--- config.mk ---
export PLATFORM = sky130hd
export DESIGN_NAME = sb_config_loader
export DESIGN_NICKNAME = d
export VERILOG_FILES = /design/src/rtl/sb_config_loader.sv
export SDC_FILE = /design/constraint.sdc
export NUM_CORES = 1
export LEC_CHECK = 0
export CELL_PAD_IN_SITES_DETAIL_PLACEMENT = 1
export CELL_PAD_IN_SITES_GLOBAL_PLACEMENT = 1
export CORE_AREA = 2 2 83 125
export CTS_CLUSTER_DIAMETER = 150
export CTS_CLUSTER_SIZE = 10
export DETAILED_ROUTE_END_ITERATION = 16
export DIE_AREA = 0 0 85 127
export GPL_TIMING_DRIVEN = 0
export PLACE_DENSITY_LB_ADDON = 0.2
export SLEW_MARGIN = 20
export SYNTH_ARGS = -nofsm -noshare
export SYNTH_HDL_FRONTEND = slang
export SYNTH_SLANG_ARGS = --single-unit
export TNS_END_PERCENT = 30
--- constraint.sdc ---
create_clock -name clk -period 3.3 [get_ports clk]
set_clock_uncertainty 0.2 [all_clocks]
set_input_delay 0.66 -clock clk [delete_from_list [all_inputs] [get_ports clk]]
set_output_delay 0.66 -clock clk [all_outputs]
set_load 0.01 [all_outputs]
--- src/rtl/sb_config_loader.sv ---
// Switch-box configuration loader: accepts write/broadcast/clear commands and
// sequences config_data/config_en into an array of tiles, followed by a settle window.
module sb_config_loader #(
   parameter int unsigned NUM_TILES     = 16,
   parameter int unsigned ADDR_W        = 4,
   parameter int unsigned DATA_W        = 32,
   parameter int unsigned SETTLE_CYCLES = 2
) (
   input  logic                 clk,
   input  logic                 reset,
   input  logic                 cmd_valid,
   output logic                 cmd_ready,
   input  logic [1:0]           cmd_op,
   input  logic [ADDR_W-1:0]    cmd_addr,
   input  logic [DATA_W-1:0]    cmd_data,
   output logic [DATA_W-1:0]    config_data,
   output logic [NUM_TILES-1:0] config_en,
   output logic                 busy,
   output logic                 done,
   output logic                 err,
   output logic [15:0]          cfg_count
);

   localparam logic [2:0] S_IDLE  = 3'd0;
   localparam logic [2:0] S_DRIVE = 3'd1;
   localparam logic [2:0] S_SWEEP = 3'd2;
   localparam logic [2:0] S_HOLD  = 3'd3;
   localparam logic [2:0] S_DONE  = 3'd4;
   localparam logic [2:0] S_ERR   = 3'd5;

   localparam logic [1:0] OP_WRITE = 2'd0;
   localparam logic [1:0] OP_BCAST = 2'd1;
   localparam logic [1:0] OP_CLEAR = 2'd2;

   localparam int unsigned CNT_W = 4;

   // One extra bit so NUM_TILES == 2^ADDR_W is representable.
   localparam logic [ADDR_W:0]      TILE_LIMIT  = (ADDR_W+1)'(NUM_TILES);
   localparam logic [ADDR_W-1:0]    LAST_TILE   = ADDR_W'(NUM_TILES - 1);
   localparam logic [CNT_W-1:0]     LAST_SETTLE = CNT_W'(SETTLE_CYCLES - 1);
   localparam logic [NUM_TILES-1:0] ONE_TILE    = NUM_TILES'(1);

   logic [2:0]           state, state_nxt;
   logic [ADDR_W-1:0]    idx, idx_nxt;
   logic [CNT_W-1:0]     cnt, cnt_nxt;
   logic [DATA_W-1:0]    config_data_nxt;
   logic [NUM_TILES-1:0] config_en_nxt;
   logic [15:0]          cfg_count_nxt;

   // Next-state and next-output decode; outputs are registered from these values.
   always_comb begin
      state_nxt       = state;
      idx_nxt         = idx;
      cnt_nxt         = cnt;
      config_data_nxt = config_data;
      config_en_nxt   = '0;
      cfg_count_nxt   = cfg_count;
      case (state)
         S_IDLE: begin
            if (cmd_valid && cmd_ready) begin
               case (cmd_op)
                  OP_WRITE: begin
                     if ({1'b0, cmd_addr} < TILE_LIMIT) begin
                        state_nxt       = S_DRIVE;
                        config_data_nxt = cmd_data;
                        config_en_nxt   = ONE_TILE << cmd_addr;
                     end else begin
                        state_nxt = S_ERR;
                     end
                  end
                  OP_BCAST: begin
                     state_nxt       = S_DRIVE;
                     config_data_nxt = cmd_data;
                     config_en_nxt   = '1;
                  end
                  OP_CLEAR: begin
                     state_nxt       = S_SWEEP;
                     config_data_nxt = '0;
                     idx_nxt         = '0;
                     config_en_nxt   = ONE_TILE;
                  end
                  default: state_nxt = S_ERR;
               endcase
            end
         end
         S_DRIVE: begin
            state_nxt = S_HOLD;
            cnt_nxt   = '0;
         end
         S_SWEEP: begin
            if (idx == LAST_TILE) begin
               state_nxt = S_HOLD;
               cnt_nxt   = '0;
            end else begin
               idx_nxt       = idx + 1'b1;
               config_en_nxt = ONE_TILE << idx_nxt;
            end
         end
         S_HOLD: begin
            if (cnt == LAST_SETTLE) begin
               state_nxt = S_DONE;
               if (cfg_count != 16'hFFFF) begin
                  cfg_count_nxt = cfg_count + 16'd1;
               end
            end else begin
               cnt_nxt = cnt + 1'b1;
            end
         end
         S_DONE:  state_nxt = S_IDLE;
         S_ERR:   state_nxt = S_IDLE;
         default: state_nxt = S_IDLE;
      endcase
   end

   // State, counters and all registered outputs.
   always_ff @(posedge clk or negedge reset) begin
      if (!reset) begin
         state       <= S_IDLE;
         idx         <= '0;
         cnt         <= '0;
         config_data <= '0;
         config_en   <= '0;
         cfg_count   <= '0;
         cmd_ready   <= 1'b0;
         busy        <= 1'b0;
         done        <= 1'b0;
         err         <= 1'b0;
      end else begin
         state       <= state_nxt;
         idx         <= idx_nxt;
         cnt         <= cnt_nxt;
         config_data <= config_data_nxt;
         config_en   <= config_en_nxt;
         cfg_count   <= cfg_count_nxt;
         cmd_ready   <= (state_nxt == S_IDLE);
         busy        <= (state_nxt != S_IDLE);
         done        <= (state_nxt == S_DONE);
         err         <= (state_nxt == S_ERR);
      end
   end

endmodule

==> metrics, run 1 <==
status=finished, final reports clean; Routed WL=10500 um; commonest non-fill, non-tap cell in the layout=clkdlybuf4s50_1; Relative slew margins=0.617; layout cells sized above 1=0.0597; Synth Register Bits=79; area occupied by multi-input gates=1640 sq um; remaining global-route overflow=0; Crit. path cell count=7; nets@finish=538; Final HPWL DP=7840 um; Reg area=1980 sq um; Max Fanout on Critical Path=7; Leak Pwr=2.40 nW; drt first-iter violations=87; gpl congestion=0.828; IO Port Bufs=108; xor/xnor cell area share of the yosys netlist=0.0449; Root Buffer=clkbuf_16; Yosys cell types=42; Clock Sinks=79; initial core utilization=0.385; f_max=380 MHz; largest net degree at the start of global routing=48; slowest cell on the critical path=nor3b_1; Ports=109; Synth Area in Compound Gates=0.0932; Routed Antenna Nets=0; first-pass GRT wire length=17300 um; Synth Area in Simple Gates=0.258; Inserted Clock Buffers=9; pwr dens=775 nW/um^2; worst min path class=in2async; crit path capture=config_en[0]; Antenna Cells=0; largest family of logic cells by synthesized area=simple AND/OR/NAND/NOR gates; Hold WS=0.0679 ns; reg-to-reg critical path endpoint=cfg_count[10]; worst skew pair latency=0.34 ns; max-slew violations=0; # H-tree levels=3; P&R area growth vs syn=41.8%; Worst R2R Path Depth=7; Mapped Area=3700 sq um; reg2reg setup slack=1.08 ns; CTS tree=built; # setup viols final=0; Crit path required time=3.33 ns; wire per inst=17.4 um; chip width=85 um; placeable core region=9630 sq um; Die H=127 um; CP max stage delay=0.51 ns; Finished Layout Cells=601; initial antenna violation count=0; Synth Area in Adders=0.0439; crit path time final=2.63 ns; Power, Total=4.07 mW; placed instance count=588; clock-pin slew on the worst setup and hold paths=0.06 ns; number of global-route vias before repair=3437; multiplexer share of the synthesized area=0.00304; critical path buffer and inverter count=3; Arr. time, crit path=2.66 ns; Post-synth EDFFs=0; Critical Path Start Type=primary input; CP startpoint=cmd_op[0]; Mapped Nets=418; Reg2Reg Launch Point=cnt[1]; post-cts sizing count=0; Clock Path Buffers=2; DRC violations left=0; Hold Vio Cnt, Final=0; unrepaired setup endpoints after global routing=false; Rows=44; Top FF cell, synth=dfrtp_1; via/cell ratio=5.27; Worst Tran Pin Value=0.573 ns; post-CTS setup buffers=0; Avg Cell Area, Syn=10.2 sq um; top cell family by delay on the critical path=buffers and inverters; Synthesis Warnings=0; number of filler instances in the final layout=1076; via count=3170; drt pass-1 iters=4; class of the most critical setup path=in2reg; hold_buf cts=0; Final Cycle Share=0.797; maximum vdd ir drop=0.000352 V; critical path cell sequence=clkdlybuf4s50_1 -> clkbuf_1 -> inv_1 -> ha_1 -> nor3b_1 -> a21oi_1 -> o32ai_1; most frequent cells in the layout=clkdlybuf4s50_1 (107), nand2_1 (83), dfrtp_1 (79); DIE AREA=10800 sq um; ys async rst share=1.00; GRT Overall Usage=0.203; sequential share of the synthesized area=0.534; CP endpoint kind=flop; Post-Syn Instances=364; max-cap violations=0
how the worst min path moves through the flow:
stage | from | endpoint | slack, ns | cells after the start
2_1_floorplan | reset | busy | 0.16 | 0
4_1_cts | reset | idx[0] | 0.08 | 1
3_3_place_gp | config_data[3] | config_data[3] | 0.25 | 2
5_1_grt | reset | idx[0] | 0.10 | 1
3_5_place_dp | config_data[19] | config_data[19] | 0.26 | 2
6_report | reset | idx[0] | 0.07 | 1
kinds of logic (layout without fill, tap and decap cells):
logic type,Yosys count,in the layout
and+or+nand+nor,178,178
DFF,79,79
AOI/OAI and AO/OA,52,52
buffers and inverters,22,144
xor gates and xnor gates,19,19
adders and majority gates,13,13
muxes,1,1
metrics by stage:
stage / setup TNS [ns] / cell area [sq um] / util / setup slack, ns
3_5_place_dp: 0 / 4950 / 0.514 / 0.391
5_1_grt: 0 / 5250 / 0.545 / 0.581
6_report: 0 / 5250 / 0.545 / 0.670
4_1_cts: 0 / 5250 / 0.545 / 0.754
3_3_place_gp: -115.43 / 4930 / 0.512 / -1.47
2_1_floorplan: 0 / 3700 / - / 1.27
synthesized netlist by cell type (2+ instances only):
library cell,number,area share
dfrtp_1,79,0.53
inv_1,9,0.0091
nor2_1,16,0.016
ha_1,13,0.044
nand3b_1,35,0.071
xnor2_1,8,0.019
nand2_1,83,0.084
and2_1,2,0.0034
nor3b_1,2,0.0041
nor2b_1,4,0.0068
and3b_1,2,0.0047
buf_2,2,0.0027
nand4_1,2,0.0034
nor3_2,3,0.0081
xor2_1,11,0.026
nor3_1,4,0.0054
a21o_1,2,0.0041
and4_1,2,0.0047
clkbuf_1,11,0.011
o311ai_2,2,0.0088
nand2b_1,4,0.0068
a31oi_1,4,0.0068
o21ai_0,5,0.0068
nand3_1,11,0.015
o22ai_1,18,0.030
a21oi_1,14,0.019
routing by layer:
metal,vias to the layer above,GRT usage,wire (um),part of all wire
met3,25,0.0497,521,0.050
met1,1542,0.225,3940,0.38
met2,112,0.358,5620,0.54
met5,-,0,0,0
li1,1491,-,-,-
met4,0,0.101,375,0.036
area by class of cell:
cell class / instances / share of cell area
clock buffer: 9 / 0.0429
inverter: 9 / 0.00643
buffer: 13 / 0.00976
tap: 115 / 0.0274
clock inverter: 4 / 0.0141
sequential: 79 / 0.376
timing repair buffer: 109 / 0.211
multi-input combinational: 263 / 0.313
power breakdown:
group          total [mW]  switching (mW)  leakage (nW)  internal [mW]
Combinational        1.52           0.755          1.21          0.766
Sequential           1.51           0.223          1.04           1.29
Clock                1.04           0.389         0.147          0.649
Total                4.07            1.37          2.40           2.71
state kept, by name, summed over array words and instances, names as in the netlist:
signal	cells
busy	1
idx	4
cmd_ready	1
done	1
err	1
cfg_count	16
cnt	4
config_en	16
config_data	32
state	3
No activity file was read; power rests on OpenSTA's default activity.
==> inputs of run 2 (changes only) <==
CORE_AREA = 2 2 91 137   (was 2 2 83 125)
DIE_AREA = 0 0 93 139   (was 0 0 85 127)
clock period = 2.3 ns   (was 3.3 ns; I/O delays follow)
==> metrics, run 2 (synthesized netlist as in run 1, its figures left out) <==
status=finished, final reports clean; Die H=139 um; wire per inst=15.9 um; initial core utilization=0.315; Clock Path Buffers=2; Post-Place Setup Slack=-0.449 ns; chip width=93 um; Max Fanout on Critical Path=7; post-route setup slack=0.0935 ns; largest net degree at the start of global routing=45; via/cell ratio=4.88; Antenna Cells=0; f_max=453 MHz; CTS tree=built; # setup viols final=0; drt pass-1 iters=4; IO Port Bufs=108; Hold WS=0.265 ns; # H-tree levels=3; Hold Vio Cnt, Final=0; gpl congestion=0.882; DIE AREA=12900 sq um; initial antenna violation count=0; drt first-iter violations=100; unrepaired setup endpoints after global routing=true; Leak Pwr=2.42 nW; maximum vdd ir drop=0.000496 V; first-pass GRT wire length=17100 um; pwr dens=1090 nW/um^2; Rows=49; Relative slew margins=0.655; via count=3132; layout cells sized above 1=0.0777; CP max stage delay=0.48 ns; nets@finish=539; P&R area growth vs syn=43.9%; Clock Sinks=79; worst min path class=reg2reg; Ports=109; Worst Tran Pin Value=0.517 ns; Root Buffer=clkbuf_16; critical path buffer and inverter count=3; Routed WL=10200 um; CP startpoint=cmd_op[0]; crit path time final=2.21 ns; Arr. time, crit path=2.24 ns; Inserted Clock Buffers=9; post-CTS setup buffers=0; top cell family by delay on the critical path=buffers and inverters; critical path cell sequence=clkdlybuf4s50_1 -> clkbuf_2 -> inv_1 -> ha_1 -> nor3b_2 -> a21oi_1 -> o32ai_1; max-slew violations=0; commonest non-fill, non-tap cell in the layout=clkdlybuf4s50_1; clock-pin slew on the worst setup and hold paths=0.06 ns; max-cap violations=0; worst skew pair latency=0.33 ns; Final Cycle Share=0.959; Largest Register=config_data; max FFs per register=32; most frequent cells in the layout=clkdlybuf4s50_1 (107), nand2_1 (83), dfrtp_1 (79); CP endpoint kind=flop; GRT Overall Usage=0.167; Reg2Reg Launch Point=cnt[1]; Critical Path Start Type=primary input; class of the most critical setup path=in2reg; Routed Antenna Nets=0; slowest cell on the critical path=clkdlybuf4s50_1; number of global-route vias before repair=3328; biggest regs=config_data x32, cfg_count x16, config_en x16; Final HPWL DP=7630 um; Crit path required time=2.33 ns; hold_sp=config_data[20]; placeable core region=11800 sq um; remaining global-route overflow=0; DRC violations left=0
run 2: cell types whose count changed in the layout (fill, tap and decap cells not counted), sizes merged:
| cell | previous run | this run |
|---|---|---|
| bufinv | 2 | 1 |
| clkbuf | 20 | 23 |
| clkinv | 2 | 1 |
| clkinvlp | 0 | 1 |
| dlygate4sd3 | 0 | 1 |
run 2: path summary, 6_finish.rpt:
path | endpoint | slack [ns] | depth (start not counted)
max | config_en[0] | 0.09 | 7
min | config_data[20] | 0.26 | 2
max reg2reg | cfg_count[13] | 0.15 | 7
min reg2reg | config_data[20] | 0.26 | 2
max in group asynchronous | cfg_count[9] | 0.87 | 3
min in group asynchronous | config_en[5] | 0.44 | 2
run 2: worst reg2reg max path, stage by stage (launching register included):
cell and delay (ns):
dfrtp_1 0.39, inv_1 0.08, ha_1 0.16, or3b_4 0.43, nor3_4 0.27, o311ai_2 0.21
nor3_2 0.17, xor2_1 0.15
run 2: metrics by stage:
step | total power [mW] | setup TNS [ns] | std cells | util | area [sq um]
CTS | 5.87 | 0 | 642 | 0.452 | 5320
finish | 5.79 | 0 | 642 | 0.453 | 5330
floorplan | 3.18 | 0 | 364 | - | 3700
global route | 6.19 | -0.282 | 642 | 0.453 | 5330
global placement | 4.30 | -199.65 | 625 | 0.423 | 4980
detailed placement | 4.38 | -14.50 | 626 | 0.425 | 5000
run 2: power breakdown:
| part | internal (mW) | switching [mW] |
|---|---|---|
| combinational | 1.10 | 1.07 |
| sequential | 1.85 | 0.315 |
| clock | 0.893 | 0.555 |
| total | 3.84 | 1.94 |
run 2: cell type report:
type / instances / area, sq um
Buffer: 13 / 57.6
Clock buffer: 12 / 256
Clock inverter: 3 / 42.5
Fill cell: 1360 / 6440
Inverter: 9 / 33.8
Multi-Input combinational cell: 263 / 1660
Sequential cell: 79 / 1980
Tap cell: 153 / 191
Timing Repair Buffer: 110 / 1120
run 2: repair_timing:
item / CTS / global route
endpoints found under the hold margin: 35 / 0
hold buffers: 1 / 0
resized for setup: 1 / 12
pin swaps: 0 / 0
cloned: 0 / 0
setup endpoints to repair: 2 / 52
run 2: layer usage:
| layer | global-route usage | part of all wire | up-vias |
|---|---|---|---|
| met5 | 0 | 0 | - |
| met4 | 0.0611 | 0.018 | 0 |
| met3 | 0.0489 | 0.056 | 18 |
| met2 | 0.289 | 0.53 | 90 |
| met1 | 0.194 | 0.39 | 1529 |
| li1 | - | - | 1495 |
==> inputs of run 3 (changes only) <==
CELL_PAD_IN_SITES_DETAIL_PLACEMENT = unset   (was 1)
CELL_PAD_IN_SITES_GLOBAL_PLACEMENT = unset   (was 1)
CORE_AREA = 2 2 79 119   (was 2 2 91 137)
DIE_AREA = 0 0 81 121   (was 0 0 93 139)
HOLD_SLACK_MARGIN = 0.06   (was unset)
==> metrics, run 3 (synthesized netlist as in run 1, its figures left out) <==
status=finished, final reports clean; wire length on met2=4760 um; Power Internal=3.76 mW; Comb pwr share=0.380; # H-tree levels=3; remaining global-route overflow=0; initial antenna violation count=0; critical path buffer and inverter count=3; via count=3088; DIE AREA=9800 sq um; Rows=42; Ports=109; Relative slew margins=0.700; reg2reg setup slack=0.19 ns; layout cells sized above 1=0.0798; Clock Sinks=79; met1 WL=3630 um; Clk pwr share=0.237; class of the most critical setup path=in2reg; Inserted Clock Buffers=9; Die H=121 um; DRC violations left=0; initial core utilization=0.425; Crit path required time=2.27 ns; Routed WL=9130 um; first-pass GRT wire length=14800 um; met3 wire len=539 um; placed instance count=583; Worst Tran Pin Value=0.447 ns; worst min path class=reg2reg; commonest non-fill, non-tap cell in the layout=clkdlybuf4s50_1; max FFs per register=32; placeable core region=8720 sq um; drt first-iter violations=109; unrepaired setup endpoints after global routing=true; Routed Antenna Nets=0; post-layout util=0.604; chip width=81 um; sw frac=0.334; Root Buffer=clkbuf_16; Final Cycle Share=0.937; # setup viols final=0; Max Fanout on Critical Path=7; Hold Vio Cnt, Final=0; max-cap violations=0; number of global-route vias before repair=3036; biggest regs=config_data x32, cfg_count x16, config_en x16; Clock Path Buffers=2; largest net degree at the start of global routing=56; f_max=464 MHz; CP max stage delay=0.54 ns; nets@finish=539; pwr dens=1070 nW/um^2; via/cell ratio=5.16; slowest cell on the critical path=clkdlybuf4s50_1; post-CTS setup buffers=0; crit path time final=2.16 ns; IO Port Bufs=108; max-slew violations=0; P&R area growth vs syn=42.1%; clock-pin slew on the worst setup and hold paths=0.05 ns; CP endpoint kind=flop; Sw Pwr=1.88 mW; Finished Layout Cells=599; maximum vdd ir drop=0.000586 V; top routing layer used=met4; gpl congestion=0.934; worst skew pair latency=0.33 ns; Largest Register=config_data; Antenna Cells=0; number of filler instances in the final layout=787; Leak Pwr=2.42 nW; GRT Overall Usage=0.196; wire per inst=15.2 um; Critical Path Start Type=primary input; Final HPWL DP=6800 um; top cell family by delay on the critical path=buffers and inverters; critical path cell sequence=clkdlybuf4s50_1 -> clkbuf_2 -> inv_1 -> ha_1 -> and3_1 -> a21oi_1 -> o22ai_1; CTS tree=built; most frequent cells in the layout=clkdlybuf4s50_1 (107), nand2_1 (83), dfrtp_1 (79); Seq pwr share=0.382; Arr. time, crit path=2.12 ns; drt pass-1 iters=6
## run 3: cell types whose count changed in the layout (fill, tap and decap cells not counted), sizes merged
cell    previous run  this run
clkinv             1         2
bufinv             1         0
## run 3: stage by stage
step / setup TNS [ns] / setup slack [ns] / hold WS, ns / total power [mW] / area (sq um)
final: 0 / 0.144 / 0.262 / 5.64 / 5270
after global routing: -0.00164 / -0.00164 / 0.281 / 6.03 / 5270
after CTS: 0 / 0.0113 / 0.267 / 5.72 / 5250
after detailed placement: -15.22 / -0.376 / 0.205 / 4.35 / 4950
after global placement: -188.19 / -2.22 / 0.250 / 4.28 / 4920
after floorplan: 0 / 0.342 / -0.0356 / 3.18 / 3700
## run 3: layout make-up
class                   count  area (sq um)  share of cell area
plain buffers              13          57.6              0.0109
clock buffers              12           267              0.0506
multi-input cells         263          1660               0.315
inverters                   9          33.8             0.00641
clock inverters             3          17.5             0.00333
repair buffers            110          1120               0.212
well taps                 110           138              0.0261
flip-flops and latches     79          1980               0.375
## run 3: power groups by stage
stage / Combinational (mW) / Clock, mW / Sequential, mW
3_5_place_dp: 2.17 / 0 / 2.19
5_1_grt: 2.38 / 1.43 / 2.22
2_1_floorplan: 0.845 / 0 / 2.33
4_1_cts: 2.18 / 1.37 / 2.17
6_report: 2.15 / 1.34 / 2.16
3_3_place_gp: 2.12 / 0 / 2.17
## run 3: tightest hold or removal path, stage by stage, from the launching register on
cell	delay, ns
dfrtp_1	0.33
nand2_1	0.05
nand2_1	0.05
## run 3: metal layers
| layer | up-vias | global-route usage |
|---|---|---|
| met4 | 0 | 0.0805 |
| met5 | - | 0 |
| met3 | 19 | 0.0521 |
| li1 | 1495 | - |
| met1 | 1469 | 0.241 |
| met2 | 105 | 0.324 |
## run 3: worst paths after layout
path	from	cells after the start	endpoint
min in group asynchronous	reset	2	config_en[14]
worst max register to register	cnt[1]	7	cfg_count[13]
worst min-delay path	config_data[13]	2	config_data[13]
worst max-delay path	cmd_op[0]	7	config_en[12]
max in group asynchronous	reset	3	err
worst min register to register	config_data[13]	2	config_data[13]
## run 3: repair_timing
| action | 4_1_cts | 5_1_grt |
|---|---|---|
| setup endpoints to repair | 2 | 45 |
| gates cloned | 0 | 0 |
| hold buffers | 1 | 0 |
| endpoints found under the hold margin | 24 | 0 |
| gates resized for setup | 2 | 12 |
